`src/rtl/nibble_serial_adder_pkg.sv`:
```
// Shared definitions for the nibble-serial add/subtract unit.
//   state_t    : sequencer states (IDLE, RUN, DONE)
//   NIB_W      : width of one adder slice
//   idx_width(): width of the nibble index for a given nibble count
package nibble_adder_pkg;

  typedef enum logic [1:0] {
    IDLE = 2'd0,
    RUN  = 2'd1,
    DONE = 2'd2
  } state_t;

  localparam int NIB_W = 4;

  function automatic int idx_width(input int nibbles);
    return (nibbles > 1) ? $clog2(nibbles) : 1;
  endfunction

endpackage

```
`src/rtl/nibble_serial_adder_fa4.sv`:
```
// FullAdder_4Bit: 4-bit ripple-carry adder slice.
//   a, b : nibble operands
//   cin  : carry in
//   sum  : nibble sum
//   cout : carry out of bit 3
module FullAdder_4Bit (
  input  logic [3:0] a,
  input  logic [3:0] b,
  input  logic       cin,
  output logic [3:0] sum,
  output logic       cout
);

  logic [4:0] c;

  // Explicit ripple so the slice stays a chain of full adders.
  always_comb begin
    c    = '0;
    sum  = '0;
    c[0] = cin;
    for (int i = 0; i < 4; i++) begin
      sum[i]  = a[i] ^ b[i] ^ c[i];
      c[i+1]  = (a[i] & b[i]) | (c[i] & (a[i] ^ b[i]));
    end
    cout = c[4];
  end

endmodule

```
`src/rtl/nibble_serial_adder.sv`:
```
// nibble_serial_adder: multi-nibble add/subtract that reuses one 4-bit slice,
// least-significant nibble first, with a registered carry between nibbles.
//   clk, rst                 : clock, synchronous active-high reset
//   start_valid/start_ready  : command handshake (op_a, op_b, sub)
//   res_valid/res_ready      : result handshake (result, carry_out, overflow)
//   carry_out                : carry from top nibble (1 = no borrow when sub)
//   overflow                 : two's-complement signed overflow
module nibble_serial_adder
  import nibble_adder_pkg::*;
#(
  parameter int NIBBLES = 4
) (
  input  logic                     clk,
  input  logic                     rst,
  input  logic                     start_valid,
  output logic                     start_ready,
  input  logic [NIB_W*NIBBLES-1:0] op_a,
  input  logic [NIB_W*NIBBLES-1:0] op_b,
  input  logic                     sub,
  output logic                     res_valid,
  input  logic                     res_ready,
  output logic [NIB_W*NIBBLES-1:0] result,
  output logic                     carry_out,
  output logic                     overflow
);

  localparam int DATA_W = NIB_W * NIBBLES;
  localparam int IDX_W  = idx_width(NIBBLES);
  localparam logic [IDX_W-1:0] LAST_IDX = IDX_W'(NIBBLES - 1);

  state_t              state_q;
  logic [IDX_W-1:0]    idx_q;
  logic                carry_q;
  logic [DATA_W-1:0]   a_q;
  logic [DATA_W-1:0]   b_q;
  logic [DATA_W-1:0]   result_q;
  logic                carry_out_q;
  logic                overflow_q;

  logic [NIB_W-1:0]    a_nib;
  logic [NIB_W-1:0]    b_nib;
  logic [NIB_W-1:0]    sum_nib;
  logic                slice_cout;

  // Same-sign operands producing an opposite-sign sum.
  function automatic logic signed_ovf(input logic a_msb, input logic b_msb,
                                      input logic s_msb);
    return (a_msb == b_msb) && (s_msb != a_msb);
  endfunction

  // Nibble operand mux: select the current nibble of A and effective B.
  always_comb begin
    a_nib = '0;
    b_nib = '0;
    for (int i = 0; i < NIBBLES; i++) begin
      if (idx_q == IDX_W'(i)) begin
        a_nib = a_q[i*NIB_W +: NIB_W];
        b_nib = b_q[i*NIB_W +: NIB_W];
      end
    end
  end

  FullAdder_4Bit u_slice (
    .a    (a_nib),
    .b    (b_nib),
    .cin  (carry_q),
    .sum  (sum_nib),
    .cout (slice_cout)
  );

  always_ff @(posedge clk) begin
    if (rst) begin
      state_q     <= IDLE;
      idx_q       <= '0;
      carry_q     <= 1'b0;
      a_q         <= '0;
      b_q         <= '0;
      result_q    <= '0;
      carry_out_q <= 1'b0;
      overflow_q  <= 1'b0;
    end else begin
      case (state_q)
        IDLE: begin
          if (start_valid) begin
            a_q     <= op_a;
            // Subtract as A + ~B + 1: invert B here, seed the carry with sub.
            b_q     <= op_b ^ {DATA_W{sub}};
            carry_q <= sub;
            idx_q   <= '0;
            state_q <= RUN;
          end
        end
        RUN: begin
          // Result write-enable decode: only the current nibble is updated.
          for (int i = 0; i < NIBBLES; i++) begin
            if (idx_q == IDX_W'(i)) begin
              result_q[i*NIB_W +: NIB_W] <= sum_nib;
            end
          end
          carry_q <= slice_cout;
          if (idx_q == LAST_IDX) begin
            carry_out_q <= slice_cout;
            overflow_q  <= signed_ovf(a_nib[NIB_W-1], b_nib[NIB_W-1],
                                      sum_nib[NIB_W-1]);
            idx_q       <= '0;
            state_q     <= DONE;
          end else begin
            idx_q <= idx_q + 1'b1;
          end
        end
        DONE: begin
          if (res_ready) begin
            state_q <= IDLE;
          end
        end
        default: state_q <= IDLE;
      endcase
    end
  end

  assign start_ready = (state_q == IDLE);
  assign res_valid   = (state_q == DONE);
  assign result      = result_q;
  assign carry_out   = carry_out_q;
  assign overflow    = overflow_q;

endmodule

```
`config.mk`:
```
export PLATFORM = sky130hd
export DESIGN_NAME = nibble_serial_adder
export DESIGN_NICKNAME = d
export VERILOG_FILES = /design/src/rtl/nibble_serial_adder_pkg.sv /design/src/rtl/nibble_serial_adder_fa4.sv /design/src/rtl/nibble_serial_adder.sv
export SDC_FILE = /design/constraint.sdc
export NUM_CORES = 1
export LEC_CHECK = 0
export BUFFER_PORTS_ARGS = -buffer_cell sky130_fd_sc_hd__buf_2
export CORE_UTILIZATION = 48
export DETAILED_ROUTE_END_ITERATION = 8
export PLACE_DENSITY = 0.8
export SYNTH_ARGS = -nofsm -noshare
export SYNTH_HDL_FRONTEND = slang
export SYNTH_HIERARCHICAL = 1
export SYNTH_SLANG_ARGS = --single-unit
```
`constraint.sdc`:
```
create_clock -name clk -period 3.55 [get_ports clk]
set_clock_uncertainty 0.05 [all_clocks]
set_input_delay 0.71 -clock clk [delete_from_list [all_inputs] [get_ports clk]]
set_output_delay 0.71 -clock clk [all_outputs]
set_load 0.01 [all_outputs]
```
Yosys cells after proc, flatten, opt, wreduce, memory -nomap -nowiden
Cells that the tools add are included.
- register bits after elaboration: 55
- bits of input ports: 37
- output and inout bits: 20
- logic and storage cells: 71
- add/subtract/negate cells: 1
- eq/ne operators: 10
- mux-type cells: 17
- bitwise gates (word level): 21
- reductions and logical operators: 11
- operator list (operator ; number):
    4-bit two-way mux ; 8
    16-bit XOR ; 1
    2-bit AND reduction ; 6
    2-bit two-way mux ; 5
    1-bit AND ; 8
    1-bit XOR ; 8
    2-bit == test (second input constant) ; 3
    2-bit case mux with 3 select lines ; 1
    2-bit by 1-bit == test with 1-bit output (second input constant) ; 2
    2-bit zero test ; 2
    2-bit != test (second input constant) ; 2
    1-bit bitwise OR ; 4
    2-bit case mux with 2 select lines ; 1
    3-bit AND reduction ; 1
    2-bit by 1-bit adder with 2-bit output (second input constant) ; 1
    2-bit by 1-bit != test with 1-bit output (second input constant) ; 1
    1-bit case mux with 2 select lines ; 1
    2-bit nonzero test ; 1
    1-bit == test ; 1
    1-bit logical AND ; 1
    1-bit two-way mux ; 1
    1-bit != test ; 1

Depth between registers and ports, before layout
- depth after elaboration: 15
- gate-level depth with buffers: 19

Cells and area by module
Netlist, hierarchy kept.
- by module, submodules not included (module ; times used ; cells an instance ; area each (sq um) ; sequential area each (sq um)):
    nibble_serial_adder ; 1 ; 309 ; 2463.6 ; 1101.1
    FullAdder_4Bit ; 1 ; 14 ; 117.6 ; 0.0

Worst setup path before layout
Ideal clock, no wire load.
- path type: register to register
- start point: reg idx_q[0]
- end point: reg overflow_q, in the netlist overflow
- setup time: 79 ps
- arrival time: 3437 ps
- data required time: 3421 ps
- path slack: -16 ps
- cell stages (with the launch flop): 18
- path buffers: 2
- clock period less this slack: 3566 ps
- cells stage by stage: dfxtp_1 > inv_1 > ha_1 > buf_4 > clkbuf_1 > a21oi_1 > o21ai_0 > fa_1 > inv_1 > fa_1 > inv_1 > fa_1 > inv_1 > fa_1 > inv_1 > inv_1 > or3_1 > a211oi_2
- word-level cells in the longest chain between the ends: 15
- RTL lines (element ; RTL line ; source):
    start, declared ; nibble_serial_adder.sv:32 ; logic [IDX_W-1:0] idx_q;
    start signal, assigned ; nibble_serial_adder.sv:108 ; idx_q <= idx_q + 1'b1;
    2-bit zero test ; nibble_serial_adder.sv:56 ; if (idx_q == IDX_W'(i)) begin
    4-bit two-way mux (3 in series) ; nibble_serial_adder.sv:56 ;
    4-bit two-way mux * ; nibble_serial_adder.sv:56 ;
    net a_nib[0] ; nibble_serial_adder.sv:40 ; logic [NIB_W-1:0] a_nib;
    1-bit XOR ; nibble_serial_adder_fa4.sv:23 ; c[i+1] = (a[i] & b[i]) | (c[i] & (a[i] ^ b[i]));
    1-bit AND ; nibble_serial_adder_fa4.sv:23 ;
    1-bit bitwise OR * ; nibble_serial_adder_fa4.sv:23 ;
    1-bit AND * ; nibble_serial_adder_fa4.sv:23 ;
    1-bit bitwise OR * ; nibble_serial_adder_fa4.sv:23 ;
    1-bit AND * ; nibble_serial_adder_fa4.sv:23 ;
    1-bit bitwise OR * ; nibble_serial_adder_fa4.sv:23 ;
    1-bit XOR * ; nibble_serial_adder_fa4.sv:22 ; sum[i] = a[i] ^ b[i] ^ c[i];
    net sum_nib[3] ; nibble_serial_adder.sv:42 ; logic [NIB_W-1:0] sum_nib;
    1-bit != test * ; nibble_serial_adder.sv:48 ; return (a_msb == b_msb) && (s_msb != a_msb);
    1-bit logical AND * ; nibble_serial_adder.sv:48 ;
    end signal, assigned ; nibble_serial_adder.sv:103 ; overflow_q <= signed_ovf(a_nib[NIB_W-1], b_nib[NIB_W-1],
    end, declared ; nibble_serial_adder.sv:38 ; logic overflow_q;
Mark *: on every way through the listed nets, which the timed path passes. The rest lies on a longest branch.
A chain may end at the register's enable or synchronous reset.

Worst setup path in the final report
Same ends and word-level chain as after synthesis.

==> impl_metrics.tcl <==
set metrics [dict create \
    viasPerCell 5.06 \
    synth.distinct_cells 29 \
    drcViolationCount 0 \
    avgRoutedWirePerCell_um 12.2 \
    slew_headroom 0.363 \
    synth-seq-cells 55 \
    vias 2243 \
    dr.pass1.iters 4 \
    clkLatencyLatePin_ns 0.31 \
    clock-sinks 55 \
    clockRootBuffer "clkbuf_8" \
    whs_path_depth 2 \
    startpoint_type "flop" \
    num_io_pins 57 \
    fmax_ghz 0.295 \
    setup_ws_ns 0.158 \
    layout.nets 417 \
    die_area_um2 5670 \
    r2r_cells 16 \
    synth_top_cell_by_area "dfxtp_1" \
    cp.required_ns 3.73 \
    tightest_slew_ns 0.955 \
    synth.avg_cell_area_um2 7.99 \
    max-vdd-ir-drop_uv 223 \
    core_um2 5140 \
    grt_pass1_vias 2005 \
    rows 26 \
    max_cap_violations 0 \
    critPathCaptureType "flop" \
    overflow 0 \
    dp_slack_ns 0.0588 \
    yosys_warnings 6 \
    htree_levels 2 \
    setup_violations 0 \
    drt_iter0_drc 131 \
    layout_common_cells "nand2_1, buf_2, dfxtp_1" \
    die_w_um 75.3 \
    fin_setup_tns_ns 0 \
    p_leak_nw 1.21 \
    period_needed_ns 3.39 \
    drive_above_1_share 0.239 \
    antennaDiodeCount 0 \
    initial_utilization 0.502 \
    grtUsageTotal 0.211 \
    gp_congestion 0.822 \
    clockBufferDepth 2 \
    synthTopCellsByArea "dfxtp_1, nand2_1, a21oi_1" \
    finish.utilization 0.593 \
    grt_max_degree 56 \
    antenna_found_initial 0 \
    areaGrowthSynthToFinish_pct 18.1 \
    finalInstanceArea_um2 3050 \
    clk_pin_slew_ns 0.09 \
    met1_usage 0.283 \
    antenna_left 0 \
    cp_max_fo 7 \
    status "finished, final reports clean" \
    hold_viol_final 0 \
    powerDensity_nw_per_um2 422 \
    syn-num-nets 368 \
    period_share 0.955 \
    wl_um 5420 \
    yosys.area.top_type_share 0.427 \
    cts_inserted_buffers 5 \
    syn_inst 323 \
    die_h_um 75.3 \
    final_common_cell "nand2_1" \
    slew_viol_final 0 \
    use_met2 0.331 \
    global_route.usage.met3 0.0595 \
    min_path_type "reg2reg" \
    worstPathArrival_ns 3.57 \
    yosysSeqAreaShare 0.427 \
    placed_area_um2 2920 \
    port_buffers 56 \
    grt_pass1_wl_um 9080 \
    tritoncts "yes" \
    hpwl_um 3870 \
    crit_type "reg2reg" \
    busiest_layer "met2" \
    netlist_area_um2 2580 \
]
-- state kept, by name, indices dropped and copies added, names as in the netlist --
signal and count:
overflow 1, result 16, a_q 16, b_q 16, carry_out 1, state_q 2, idx_q 2, carry_q 1
-- layer usage --
layer,up-vias,share of wire
li1,1168,-
met1,994,0.46
met2,74,0.46
met3,7,0.067
met4,0,0.011
met5,-,0
-- where the power goes --
part | total, mW | internal [mW] | switching, mW
combinational | 0.241 | 0.104 | 0.137
clock | 0.372 | 0.178 | 0.194
sequential | 0.675 | 0.653 | 0.0222
total | 1.29 | 0.935 | 0.353
-- cell usage after synthesis (all sizes together) --
master / number
nand3b: 8
nor3: 1
nand2: 67
clkbuf: 12
nor2b: 3
inv: 14
a211oi: 20
a221oi: 1
nor2: 21
a31oi: 2
a22oi: 1
nand3: 19
xnor2: 16
fa: 4
a21oi: 49
nand2b: 2
ha: 4
nor3b: 2
and2: 1
dfxtp: 55
buf: 14
o21ai: 6
or3: 1
-- kinds of logic (layout without fill, tap and decap cells) --
| group | Yosys count | after routing | share of synthesized area |
|---|---|---|---|
| compound gates | 79 | 79 | 0.186 |
| xor+xnor | 16 | 16 | 0.0543 |
| fa+ha+maj | 8 | 8 | 0.0504 |
| buf+inv | 40 | 90 | 0.0679 |
| flops | 55 | 55 | 0.427 |
| simple gates | 125 | 125 | 0.215 |
-- cell type report --
cell class,instances,area (µm²)
Timing Repair Buffer,68,374
Clock buffer,8,100
Tap cell,70,87.6
Multi-Input combinational cell,228,1330
Inverter,14,52.6
Sequential cell,55,1110
Fill cell,511,2090
-- per-stage QoR --
stage,power [mW],cells,hold WS (ns)
2_1_floorplan,0.848,323,0.386
3_3_place_gp,0.914,435,0.392
3_5_place_dp,0.921,435,0.394
4_1_cts,1.28,443,0.406
5_1_grt,1.36,443,0.425
6_report,1.29,443,0.406
-- worst max-delay path: stages, from the launching register on --
cell and delay (ns):
dfxtp_4 0.38, inv_1 0.08, ha_1 0.31, a21oi_1 0.07
a21oi_1 0.12, o21ai_0 0.13, fa_2 0.40, inv_1 0.07
fa_1 0.15, inv_1 0.05, fa_1 0.36, inv_1 0.08
fa_1 0.41, inv_2 0.07, inv_1 0.05, or3_4 0.38
a211oi_2 0.16
-- final timing paths --
check	startpoint	to	slack, ns
max	idx_q[0]$_SDFFE_PP0P_	overflow$_SDFFE_PP0P_	0.16
min	result[14]$_SDFFE_PP0P_	result[14]$_SDFFE_PP0P_	0.41
max reg2reg	idx_q[0]$_SDFFE_PP0P_	overflow$_SDFFE_PP0P_	0.16
min reg2reg	result[14]$_SDFFE_PP0P_	result[14]$_SDFFE_PP0P_	0.41
-- what timing repair did --
item	4_1_cts	5_1_grt
setup endpoints to repair	0	2
endpoints found under the hold margin	0	0
hold buffers	0	0
setup buffers	0	0
gates resized for setup	0	11
Power figures use the tool's default switching activity.
